**config.mk**
```make
export PLATFORM = sky130hd
export DESIGN_NAME = ct_f_spsram_8192x32_ctrl_flat
export DESIGN_NICKNAME = d
export VERILOG_FILES = /design/src/rtl/ct_f_spsram_8192x32_ctrl_pkg.sv /design/src/rtl/ct_f_spsram_8192x32_ctrl_if.sv /design/src/rtl/ct_f_spsram_rr_arb2.sv /design/src/rtl/ct_f_spsram_8192x32_ctrl.sv /design/src/flat_wrapper.sv
export SDC_FILE = /design/constraint.sdc
export NUM_CORES = 1
export LEC_CHECK = 0
export BUFFER_PORTS_ARGS = -buffer_cell sky130_fd_sc_hd__buf_2
export CELL_PAD_IN_SITES_DETAIL_PLACEMENT = 0
export CELL_PAD_IN_SITES_GLOBAL_PLACEMENT = 2
export CORE_MARGIN = 2
export CORE_UTILIZATION = 16
export CTS_BUF_LIST = sky130_fd_sc_hd__clkbuf_2 sky130_fd_sc_hd__clkbuf_4 sky130_fd_sc_hd__clkbuf_8
export CTS_CLUSTER_SIZE = 16
export DETAILED_ROUTE_END_ITERATION = 10
export GPL_TIMING_DRIVEN = 1
export MAX_ROUTING_LAYER = met4
export PLACE_DENSITY = 0.83
export SLEW_MARGIN = 20
export SYNTH_ARGS = -nofsm -noshare
export SYNTH_HDL_FRONTEND = slang
export SYNTH_SLANG_ARGS = --single-unit
export TNS_END_PERCENT = 30
```
**constraint.sdc**
```tcl
create_clock -name CLK -period 3.2 [get_ports CLK]
set_clock_uncertainty 0.2 [all_clocks]
set_input_delay 0.8 -clock CLK [delete_from_list [all_inputs] [get_ports CLK]]
set_output_delay 0.8 -clock CLK [all_outputs]
set_load 0.01 [all_outputs]
```
**src/rtl/ct_f_spsram_8192x32_ctrl_pkg.sv**
```systemverilog
// Shared types, default sizes and helper functions for the 8192x32 SRAM controller.
package ct_f_spsram_8192x32_ctrl_pkg;

    // Controller state: clear sweep or normal shared access.
    typedef enum logic {
        ST_INIT = 1'b0,
        ST_RUN  = 1'b1
    } state_t;

    localparam int DEF_ADDR_WIDTH = 13;
    localparam int DEF_DATA_WIDTH = 32;
    localparam int BE_WIDTH       = DEF_DATA_WIDTH / 8;

    // Widest byte-enable vector the mask helper handles (512-bit words).
    localparam int MAX_BE_WIDTH   = 64;

    // Expand byte enables into an active-high per-bit mask; callers trim the
    // result to their own data width.
    function automatic logic [MAX_BE_WIDTH*8-1:0] be_to_bitmask(input logic [MAX_BE_WIDTH-1:0] be);
        logic [MAX_BE_WIDTH*8-1:0] mask;
        mask = '0;
        for (int k = 0; k < MAX_BE_WIDTH; k++) begin
            mask[8*k +: 8] = {8{be[k]}};
        end
        return mask;
    endfunction

endpackage

```
**src/rtl/ct_f_spsram_8192x32_ctrl_if.sv**
```systemverilog
// Requester-side bus of the SRAM controller: two request ports and the read responses.
interface ct_f_spsram_8192x32_ctrl_if
    import ct_f_spsram_8192x32_ctrl_pkg::*;
#(
    parameter int ADDR_WIDTH = DEF_ADDR_WIDTH,
    parameter int DATA_WIDTH = DEF_DATA_WIDTH
);
    localparam int BEW = DATA_WIDTH / 8;

    logic                  req0_vld;
    logic                  req0_rdy;
    logic                  req0_wr;
    logic [ADDR_WIDTH-1:0] req0_addr;
    logic [DATA_WIDTH-1:0] req0_wdata;
    logic [BEW-1:0]        req0_be;

    logic                  req1_vld;
    logic                  req1_rdy;
    logic                  req1_wr;
    logic [ADDR_WIDTH-1:0] req1_addr;
    logic [DATA_WIDTH-1:0] req1_wdata;
    logic [BEW-1:0]        req1_be;

    logic                  rsp0_vld;
    logic                  rsp1_vld;
    logic [DATA_WIDTH-1:0] rsp_data;

    // Requesters drive requests and sink grants and responses.
    modport master (
        output req0_vld, req0_wr, req0_addr, req0_wdata, req0_be,
        output req1_vld, req1_wr, req1_addr, req1_wdata, req1_be,
        input  req0_rdy, req1_rdy,
        input  rsp0_vld, rsp1_vld, rsp_data
    );

    // The controller sees requests and drives grants and responses.
    modport slave (
        input  req0_vld, req0_wr, req0_addr, req0_wdata, req0_be,
        input  req1_vld, req1_wr, req1_addr, req1_wdata, req1_be,
        output req0_rdy, req1_rdy,
        output rsp0_vld, rsp1_vld, rsp_data
    );

endinterface

```
**src/rtl/ct_f_spsram_rr_arb2.sv**
```systemverilog
// Two-way round-robin arbiter; the pointer names the requester that wins a tie.
module ct_f_spsram_rr_arb2 (
    input  logic       CLK,
    input  logic       RST,
    input  logic [1:0] vld,
    input  logic       en,
    output logic [1:0] gnt
);

    logic ptr;  // 0: req0 wins a tie, 1: req1 wins a tie

    // Pick at most one requester; a lone requester always wins.
    always_comb begin
        // NOTE: gnt gets a default before the branches so no path leaves it unassigned and no latch appears.
        gnt = 2'b00;
        if (en) begin
            case (vld)
                2'b01:   gnt = 2'b01;
                2'b10:   gnt = 2'b10;
                2'b11:   gnt = ptr ? 2'b10 : 2'b01;
                default: gnt = 2'b00;
            endcase
        end
    end

    // After each grant, hand the tie-break to the other requester.
    always_ff @(posedge CLK or posedge RST) begin
        if (RST) begin
            ptr <= 1'b0;
        end else if (gnt[0]) begin
            // NOTE: registers are updated with non-blocking assignments so every flop samples pre-edge values.
            ptr <= 1'b1;
        end else if (gnt[1]) begin
            ptr <= 1'b0;
        end
    end

endmodule

```
**src/rtl/ct_f_spsram_8192x32_ctrl.sv**
```systemverilog
// Access controller for one single-port SRAM macro: clear sweep, two-way
// round-robin sharing, byte-strobe expansion and read-response routing.
module ct_f_spsram_8192x32_ctrl
    import ct_f_spsram_8192x32_ctrl_pkg::*;
#(
    parameter int                      ADDR_WIDTH = DEF_ADDR_WIDTH,
    parameter int                      DATA_WIDTH = DEF_DATA_WIDTH,
    parameter int                      INIT_EN    = 1,
    parameter logic [DATA_WIDTH-1:0]   INIT_VAL   = '0
) (
    input  logic                       CLK,
    input  logic                       RST,
    input  logic                       init_req,
    output logic                       init_done,
    ct_f_spsram_8192x32_ctrl_if.slave  bus,
    output logic [ADDR_WIDTH-1:0]      sram_a,
    output logic                       sram_cen,
    output logic                       sram_gwen,
    output logic [DATA_WIDTH-1:0]      sram_wen,
    output logic [DATA_WIDTH-1:0]      sram_d,
    input  logic [DATA_WIDTH-1:0]      sram_q
);

    localparam int                    BEW       = DATA_WIDTH / 8;
    localparam logic [ADDR_WIDTH-1:0] CNT_LAST  = {ADDR_WIDTH{1'b1}};
    localparam state_t                RST_STATE = (INIT_EN != 0) ? ST_INIT : ST_RUN;

    state_t                state;
    logic [ADDR_WIDTH-1:0] cnt;
    logic                  rd_vld_q;
    logic                  rd_id_q;

    logic [1:0]            vld;
    logic [1:0]            gnt;
    logic                  arb_en;
    logic                  granted;
    logic                  sel;
    logic                  sel_wr;
    logic [ADDR_WIDTH-1:0] sel_addr;
    logic [DATA_WIDTH-1:0] sel_wdata;
    logic [BEW-1:0]        sel_be;

    // A pending clear request blocks arbitration for its cycle.
    assign vld     = {bus.req1_vld, bus.req0_vld};
    assign arb_en  = (state == ST_RUN) && !init_req;
    assign granted = |gnt;
    assign sel     = gnt[1];

    ct_f_spsram_rr_arb2 u_arb (
        .CLK (CLK),
        .RST (RST),
        .vld (vld),
        .en  (arb_en),
        .gnt (gnt)
    );

    assign bus.req0_rdy = gnt[0];
    assign bus.req1_rdy = gnt[1];

    assign sel_wr    = sel ? bus.req1_wr    : bus.req0_wr;
    assign sel_addr  = sel ? bus.req1_addr  : bus.req0_addr;
    assign sel_wdata = sel ? bus.req1_wdata : bus.req0_wdata;
    assign sel_be    = sel ? bus.req1_be    : bus.req0_be;

    assign init_done = (state == ST_RUN);

    // Drive the macro: sweep pattern in INIT, granted access or idle in RUN.
    always_comb begin
        sram_cen  = 1'b1;
        sram_gwen = 1'b1;
        sram_wen  = '1;
        sram_a    = '0;
        sram_d    = '0;
        if (state == ST_INIT) begin
            sram_cen  = 1'b0;
            sram_gwen = 1'b0;
            sram_wen  = '0;
            sram_a    = cnt;
            sram_d    = INIT_VAL;
        end else if (granted) begin
            sram_cen = 1'b0;
            sram_a   = sel_addr;
            if (sel_wr) begin
                sram_gwen = 1'b0;
                sram_wen  = ~(DATA_WIDTH'(be_to_bitmask(MAX_BE_WIDTH'(sel_be))));
                sram_d    = sel_wdata;
            end
        end
    end

    // Controller state machine and clear-sweep address counter.
    always_ff @(posedge CLK or posedge RST) begin
        if (RST) begin
            state <= RST_STATE;
            cnt   <= '0;
        end else begin
            case (state)
                ST_INIT: begin
                    if (cnt == CNT_LAST) begin
                        state <= ST_RUN;
                        cnt   <= '0;
                    end else begin
                        cnt <= cnt + 1'b1;
                    end
                end
                ST_RUN: begin
                    if (init_req) begin
                        state <= ST_INIT;
                        cnt   <= '0;
                    end
                end
                default: begin
                    state <= RST_STATE;
                    cnt   <= '0;
                end
            endcase
        end
    end

    // Remember which requester issued the read so its data returns to it next cycle.
    always_ff @(posedge CLK or posedge RST) begin
        if (RST) begin
            rd_vld_q <= 1'b0;
            rd_id_q  <= 1'b0;
        end else begin
            rd_vld_q <= granted && !sel_wr;
            rd_id_q  <= sel;
        end
    end

    assign bus.rsp0_vld = rd_vld_q && !rd_id_q;
    assign bus.rsp1_vld = rd_vld_q &&  rd_id_q;
    assign bus.rsp_data = sram_q;

endmodule

```
**src/flat_wrapper.sv**
```systemverilog
// flat-port wrapper written by rule: the top's interface ports become plain ports
module ct_f_spsram_8192x32_ctrl_flat import ct_f_spsram_8192x32_ctrl_pkg::*;
#(
    parameter int                      ADDR_WIDTH = DEF_ADDR_WIDTH,
    parameter int                      DATA_WIDTH = DEF_DATA_WIDTH,
    parameter int                      INIT_EN    = 1,
    parameter logic [DATA_WIDTH-1:0]   INIT_VAL   = '0
)
  (CLK, RST, init_req, init_done, sram_a, sram_cen, sram_gwen, sram_wen, sram_d, sram_q, bus_req0_vld, bus_req0_wr, bus_req0_addr, bus_req0_wdata, bus_req0_be, bus_req1_vld, bus_req1_wr, bus_req1_addr, bus_req1_wdata, bus_req1_be, bus_req0_rdy, bus_req1_rdy, bus_rsp0_vld, bus_rsp1_vld, bus_rsp_data);
  ct_f_spsram_8192x32_ctrl_if #(.ADDR_WIDTH(ADDR_WIDTH), .DATA_WIDTH(DATA_WIDTH)) bus_i ();
  input  logic CLK;
  input  logic RST;
  input  logic init_req;
  output logic init_done;
  output logic [ADDR_WIDTH-1:0] sram_a;
  output logic sram_cen;
  output logic sram_gwen;
  output logic [DATA_WIDTH-1:0] sram_wen;
  output logic [DATA_WIDTH-1:0] sram_d;
  input  logic [DATA_WIDTH-1:0] sram_q;
  input wire logic [$bits(bus_i.req0_vld)-1:0] bus_req0_vld;
  input wire logic [$bits(bus_i.req0_wr)-1:0] bus_req0_wr;
  input wire logic [$bits(bus_i.req0_addr)-1:0] bus_req0_addr;
  input wire logic [$bits(bus_i.req0_wdata)-1:0] bus_req0_wdata;
  input wire logic [$bits(bus_i.req0_be)-1:0] bus_req0_be;
  input wire logic [$bits(bus_i.req1_vld)-1:0] bus_req1_vld;
  input wire logic [$bits(bus_i.req1_wr)-1:0] bus_req1_wr;
  input wire logic [$bits(bus_i.req1_addr)-1:0] bus_req1_addr;
  input wire logic [$bits(bus_i.req1_wdata)-1:0] bus_req1_wdata;
  input wire logic [$bits(bus_i.req1_be)-1:0] bus_req1_be;
  output wire logic [$bits(bus_i.req0_rdy)-1:0] bus_req0_rdy;
  output wire logic [$bits(bus_i.req1_rdy)-1:0] bus_req1_rdy;
  output wire logic [$bits(bus_i.rsp0_vld)-1:0] bus_rsp0_vld;
  output wire logic [$bits(bus_i.rsp1_vld)-1:0] bus_rsp1_vld;
  output wire logic [$bits(bus_i.rsp_data)-1:0] bus_rsp_data;
  assign bus_i.req0_vld = bus_req0_vld;
  assign bus_i.req0_wr = bus_req0_wr;
  assign bus_i.req0_addr = bus_req0_addr;
  assign bus_i.req0_wdata = bus_req0_wdata;
  assign bus_i.req0_be = bus_req0_be;
  assign bus_i.req1_vld = bus_req1_vld;
  assign bus_i.req1_wr = bus_req1_wr;
  assign bus_i.req1_addr = bus_req1_addr;
  assign bus_i.req1_wdata = bus_req1_wdata;
  assign bus_i.req1_be = bus_req1_be;
  assign bus_req0_rdy = bus_i.req0_rdy;
  assign bus_req1_rdy = bus_i.req1_rdy;
  assign bus_rsp0_vld = bus_i.rsp0_vld;
  assign bus_rsp1_vld = bus_i.rsp1_vld;
  assign bus_rsp_data = bus_i.rsp_data;
  ct_f_spsram_8192x32_ctrl #(.ADDR_WIDTH(ADDR_WIDTH), .DATA_WIDTH(DATA_WIDTH), .INIT_EN(INIT_EN), .INIT_VAL(INIT_VAL)) u_core (.CLK(CLK), .RST(RST), .init_req(init_req), .init_done(init_done), .bus(bus_i), .sram_a(sram_a), .sram_cen(sram_cen), .sram_gwen(sram_gwen), .sram_wen(sram_wen), .sram_d(sram_d), .sram_q(sram_q));
endmodule
```
==> results of run 1 <==
path summary, 6_finish.rpt:
kind                                     to  cells after the start
max                              sram_d[31]                      8
min                        u_core.u_arb.ptr                      1
max reg2reg                   u_core.cnt[7]                      5
min reg2reg                u_core.u_arb.ptr                      1
max in group asynchronous  u_core.init_done                      2
min in group asynchronous     u_core.cnt[6]                      2
sequential cells by signal, summed over array words and instances, names as in the netlist:
signal / flops
u_core.cnt: 13
u_core.init_done: 1
u_core.rd_id_q: 1
u_core.rd_vld_q: 1
u_core.u_arb.ptr: 1
kinds of logic (layout without fill, tap and decap cells):
group | Yosys count | in the layout | share of synthesized area (%)
xor gates and xnor gates | 4 | 4 | 1.53
and+or+nand+nor | 107 | 107 | 23.2
DFF | 17 | 17 | 18.6
buffers and inverters | 98 | 213 | 28.7
muxes | 14 | 14 | 6.19
adders and majority gates | 1 | 1 | 0.548
AOI/OAI and AO/OA | 80 | 80 | 21.2
cells in the final DEF, fill, tap and decap left out, types with 6 or more instances in the layout:
master / n
dfrtp_1: 16
o21ai_0: 6
nand2_1: 45
mux2i_1: 13
o22ai_1: 16
nand3_1: 36
a21oi_1: 34
inv_1: 13
buf_2: 188
power by group:
group / internal (W) / total (W) / switching [W]
combinational: 0.000180 / 0.000355 / 0.000175
sequential: 0.000269 / 0.000335 / 0.0000657
clock: 0.0000968 / 0.000170 / 0.0000736
total: 0.000546 / 0.000860 / 0.000314
cell type report:
class                   count  share of cell area [%]
well taps                 180                    7.55
repair buffers            195                    34.3
inverters                  14                    1.84
multi-input cells         206                    40.4
flip-flops and latches     17                    14.3
clock buffers               4                    1.64
per-stage QoR:
stage	setup WS [ps]	std cells	cell area (um^2)
global route	4.61	616	2980
finish	63.2	616	2980
CTS	40.4	616	2970
floorplan	64.4	321	2280
global placement	75.6	612	2930
detailed placement	39.0	612	2930
layer usage:
metal	up-vias	share of wire, %	wire, um
li1	1296	-	-
met1	1175	38	2920
met2	138	51	3860
met3	14	10	778
met4	0	0.94	72
met5	-	0	0
==> results.md, run 1 <==
- Via-to-Cell Ratio: 4.26
- Max Cap Viol: 0
- Drt drc: 0
- Critical path peak fanout: 34
- # diodes: 0
- Most frequent CP cell: buf_2
- Crit path from: init_req
- I/O Buffers: 188
- GP Congestion: 0.759
- Area delta synth->final: 30.7%
- Max incr delay on CP: 300 ps
- Most numerous cell in the Yosys netlist: buf_4
- Clk_lat worst skew: 250 ps
- Total number of H-tree levels: 1
- Async S/R FF share, synth: 100%
- Outcome: finished, final reports clean
- Post-synth EDFFs: 0
- Register area: 427 um^2
- Setup TNS: 0 ps
- Max Freq: 319 MHz
- FF-to-FF setup slack: 1270 ps
- Die width: 123 um
- Filler cells: 1584
- DRT Pass-1 Iters: 4
- CP Capture Type: primary output
- Worst VDD drop: 0.190 mV
- Top Ports: 253
- Postcts setup bufs: 0
- CP required: 2200 ps
- Overall global routing resource usage: 9.05%
- PnR Total Power: 0.000860 W
- Final core occ: 21.4%
- Buffers plus inverters on the worst setup path: 4
- Initial antenna violation count: 0
- Startpoint types: input port
- CTS resizes: 0
- Fin crit share: 98.0%
- # rows: 43
- Clock sinks: 17
- Synth Instances: 321
- Data arrival time of the critical path: 2140 ps
- Pleak: 1.56 nW
- Routed len/inst: 12.4 um
- First-pass GRT wire length: 10.8 mm
- Max_slew headroom: 53.7%
- Hold Buf Count CTS: 0
- Initial Utilization: 16.4%
- Sequential area share after synthesis: 18.6%
- Number of global-route vias before repair: 2295
- Routing usage on met2: 17.1%
- Crit path cell chain: buf_2 > and2b_4 > nand3_4 > inv_4 > buf_12 > nand2_1 > a21oi_1 > buf_2
- Slew Limit Fails: 0
- Ys flop type: dfrtp_1
- Synth Register Bits: 17
- Final Hold Fails: 0
- RSZ-0062 raised after global routing: no
- GRT overflow: 0
- Yosys warning total: 0
- Clock Root Buffer: clkbuf_8
- Met1 Use GR: 9.44%
- Synth Net Count: 459
- RR Startpoint: u_core.cnt[0]
- DIE HEIGHT: 123 um
- Core area: 13900 um^2
- Largest net degree at the start of global routing: 65
- CTS tree: yes
- Worst-Margin Slew: 693 ps
- Main area contributors after synthesis: buf_4 20%, dfrtp_1 19%, nand3_1 7.9%
- 1st-iter DRT viols: 95
- Routed via count: 2623
- Largest area contributor in the netlist: buf_4
- Top Usage Layer GRT: met2
- Num CTS Buffers: 3
- P per Cell Area: 288 nW/um^2
- Hold Crit Class: reg -> reg
- Worst-path clk slew: 60 ps
- Grt met3 use: 1.98%
- Syn avg cell area: 7.11 um^2
- Post-route ant nets: 0
- Synthesized cell area: 2280 um^2
- Hold Path Origin: u_core.u_arb.ptr
- Final #Nets: 575
- Detail Placement HPWL: 6.12 mm
- Fin crit period: 3140 ps
- Delay-heaviest family, CP: buffers and inverters
- Die area: 15200 um^2
- Max stage delay cell, worst path: and2b_4
- Type of the worst setup path: in -> out
- Top post-synthesis cells by count: 62 x buf_4, 45 x nand2_1, 36 x nand3_1
- Worst hold slack: 304 ps
- Layout cells sized above 1: 47.0%
- Multi-input gate area: 1210 um^2
- Final setup fails: 0
- Routed WL: 7.63 mm
- Post-synthesis cell type count: 38
- Top cell type's share of synthesized area: 20.4%
- Bufs on Longest Clock Path: 2
Note: power is estimated with default switching activity, not from simulation.
==> run 2, diff against run 1 <==
==> constraint.sdc (replaced) <==
create_clock -name CLK -period 3.06 [get_ports CLK]
set_clock_uncertainty 0.2 [all_clocks]
set_input_delay 0.765 -clock CLK [delete_from_list [all_inputs] [get_ports CLK]]
set_output_delay 0.765 -clock CLK [all_outputs]
set_load 0.01 [all_outputs]
==> run 2 against run 1 <==
- combinational power up 5.6%
- sequential share of layout area down 0.40 points
- clock-buffer cell count did not move
- largest power group unchanged
- setup slack worse by 4.1 ps
- clock power grew 6%
- largest cell class unchanged
- sequential power is 4% higher
==> results.md, run 2 (synthesized netlist as in run 1, its figures left out) <==
- Outcome: finished, final reports clean (unchanged)
- Core area: 13900 um^2 (unchanged)
- Final #Nets: 578 (was 575)
- Critical path peak fanout: 17 (was 34)
- Total number of H-tree levels: 1 (unchanged)
- P per Cell Area: 295 nW/um^2 (was 288 nW/um^2)
- Postcts setup bufs: 0 (unchanged)
- Max incr delay on CP: 300 ps (about the same)
- Worst reg-to-reg path cell count: 5 (unchanged)
- Num CTS Buffers: 3 (unchanged)
- Largest net degree at the start of global routing: 65 (unchanged)
- I/O Buffers: 188 (unchanged)
- Routed WL: 7.92 mm (was 7.63 mm)
- Fin crit share: 98.1%
- Area delta synth->final: 34.5% (was 30.7%)
- Routed via count: 2619 (was 2623)
- GRT overflow: 0 (unchanged)
- Post-route ant nets: 0 (unchanged)
- Final Hold Fails: 0 (unchanged)
- CP required: 2090 ps (was 2200 ps)
- Most frequent cells in the layout: 188 x buf_2, 45 x nand2_1, 36 x nand3_1 (unchanged)
- First-pass GRT wire length: 10.8 mm (unchanged)
- RSZ-0062 raised after global routing: yes (was no)
- Startpoint types: input port (unchanged)
- Top reg by flops: u_core.cnt (unchanged)
- Detail Placement HPWL: 6.16 mm (was 6.12 mm)
- Max Cap Viol: 0 (unchanged)
- Crit path cell chain: buf_2 > and2b_4 > nand3_4 > inv_6 > buf_12 > nand2_1 > a21oi_1 > buf_2 (was buf_2 > and2b_4 > nand3_4 > inv_4 > buf_12 > nand2_1 > a21oi_1 > buf_2)
- R2R Path End: u_core.cnt[11] (was u_core.cnt[7])
- DRT Pass-1 Iters: 5 (was 4)
- Worst-path clk slew: 70 ps (was 60 ps)
- CP Capture Type: primary output (unchanged)
- Initial Utilization: 16.4% (unchanged)
- Placed inst area: 2970 um^2 (was 2930 um^2)
- DIE HEIGHT: 123 um (unchanged)
- Type of the worst setup path: in -> out (unchanged)
- Hold endpoint: u_core.cnt[12] (was u_core.u_arb.ptr)
- Final core occ: 22.0% (was 21.4%)
- Max Freq: 333 MHz
- Overall global routing resource usage: 9.09% (was 9.05%)
- # rows: 43 (unchanged)
- Pleak: 1.59 nW (was 1.56 nW)
- Drt drc: 0 (unchanged)
- Worst hold stages: 1 (unchanged)
- Commonest non-fill, non-tap cell in the layout: buf_2 (unchanged)
- Final setup fails: 0 (unchanged)
- 1st-iter DRT viols: 86 (was 95)
- Die width: 123 um (unchanged)
- Via-to-Cell Ratio: 4.22 (was 4.26)
- CTS tree: yes (unchanged)
- Max FFs per register: 13 (unchanged)
- Routed len/inst: 12.8 um (was 12.4 um)
- Layout cells sized above 1: 48.1% (was 47.0%)
- Layout Cell Area excl Fill: 3070 um^2 (was 2980 um^2)
- Worst-Margin Slew: 708 ps (was 693 ps)
- Initial antenna violation count: 1 (was 0)
- Data arrival time of the critical path: 2040 ps (was 2140 ps)
- FF-to-FF setup slack: 1130 ps (was 1270 ps)
- Number of global-route vias before repair: 2266 (was 2295)
- Die area: 15200 um^2 (unchanged)
- Fin crit period: 3000 ps
- Delay-heaviest family, CP: buffers and inverters (unchanged)
- Max_slew headroom: 52.8% (was 53.7%)
- Clock Root Buffer: clkbuf_8 (unchanged)
- Clock sinks: 17 (unchanged)
- Buffers plus inverters on the worst setup path: 4 (unchanged)
- Hold Crit Class: reg -> reg (unchanged)
- Max stage delay cell, worst path: and2b_4 (unchanged)
- Hold Path Origin: u_core.cnt[12] (was u_core.u_arb.ptr)
- GP Congestion: 0.722 (was 0.759)
- Slew Limit Fails: 0 (unchanged)
- Bufs on Longest Clock Path: 2 (unchanged)
- Most frequent CP cell: buf_2 (unchanged)
- Worst VDD drop: 0.208 mV (was 0.190 mV)
- Top Ports: 253 (unchanged)
- Clk_lat worst skew: 250 ps (about the same)
- RR Startpoint: u_core.init_done (was u_core.cnt[0])
## run 2: layer usage
layer / global-route usage (%) / wire, um / share of wire (%)
met4: 3.13 / 119 / 1.5
met5: - / 0 / 0
met2: 16.7 / 3980 / 50
met1: 9.58 / 3070 / 39
met3: 1.89 / 754 / 9.5
## run 2: worst max-delay path by stage
| stage | start | to | cells past startpoint | slack (ps) |
|---|---|---|---|---|
| final | init_req | sram_d[31] | 8 | 60 |
| after global routing | init_req | sram_a[11] | 7 | -10 |
| after CTS | init_req | sram_d[0] | 8 | 10 |
| after detailed placement | init_req | sram_d[0] | 8 | -10 |
| after global placement | init_req | sram_d[0] | 8 | 5 |
| after floorplan | init_req | sram_wen[10] | 6 | -6 |
## run 2: area by class of cell
class                      count  area [um^2]
timing repair buffer         198         1090
fill                        1549        10900
sequential                    17          427
clock buffer                   4         48.8
multi-input combinational    206         1220
inverter                      14         57.6
antenna                        1         2.50
tap                          180          225
## run 2: stage by stage
step	cells	total power [W]	hold slack [ps]	TNS (ps)	worst slack, ps
finish	620	0.000905	315	0	59.1
detailed placement	614	0.000728	302	-13.6	-13.6
CTS	618	0.000914	316	0	14.8
floorplan	321	0.000606	263	-156	-5.58
global placement	614	0.000721	282	0	5.36
global route	620	0.000984	329	-16.8	-10.1
## run 2: timing repair
item	4_1_cts	5_1_grt
hold buffers	0	0
setup endpoints to repair	1	15
resized for setup	1	6
cloned	0	1
pin swaps	0	1
## run 2: where the power goes
group,internal [W],switching [W]
combinational,0.000188,0.000187
sequential,0.000282,0.0000676
clock,0.000101,0.0000798
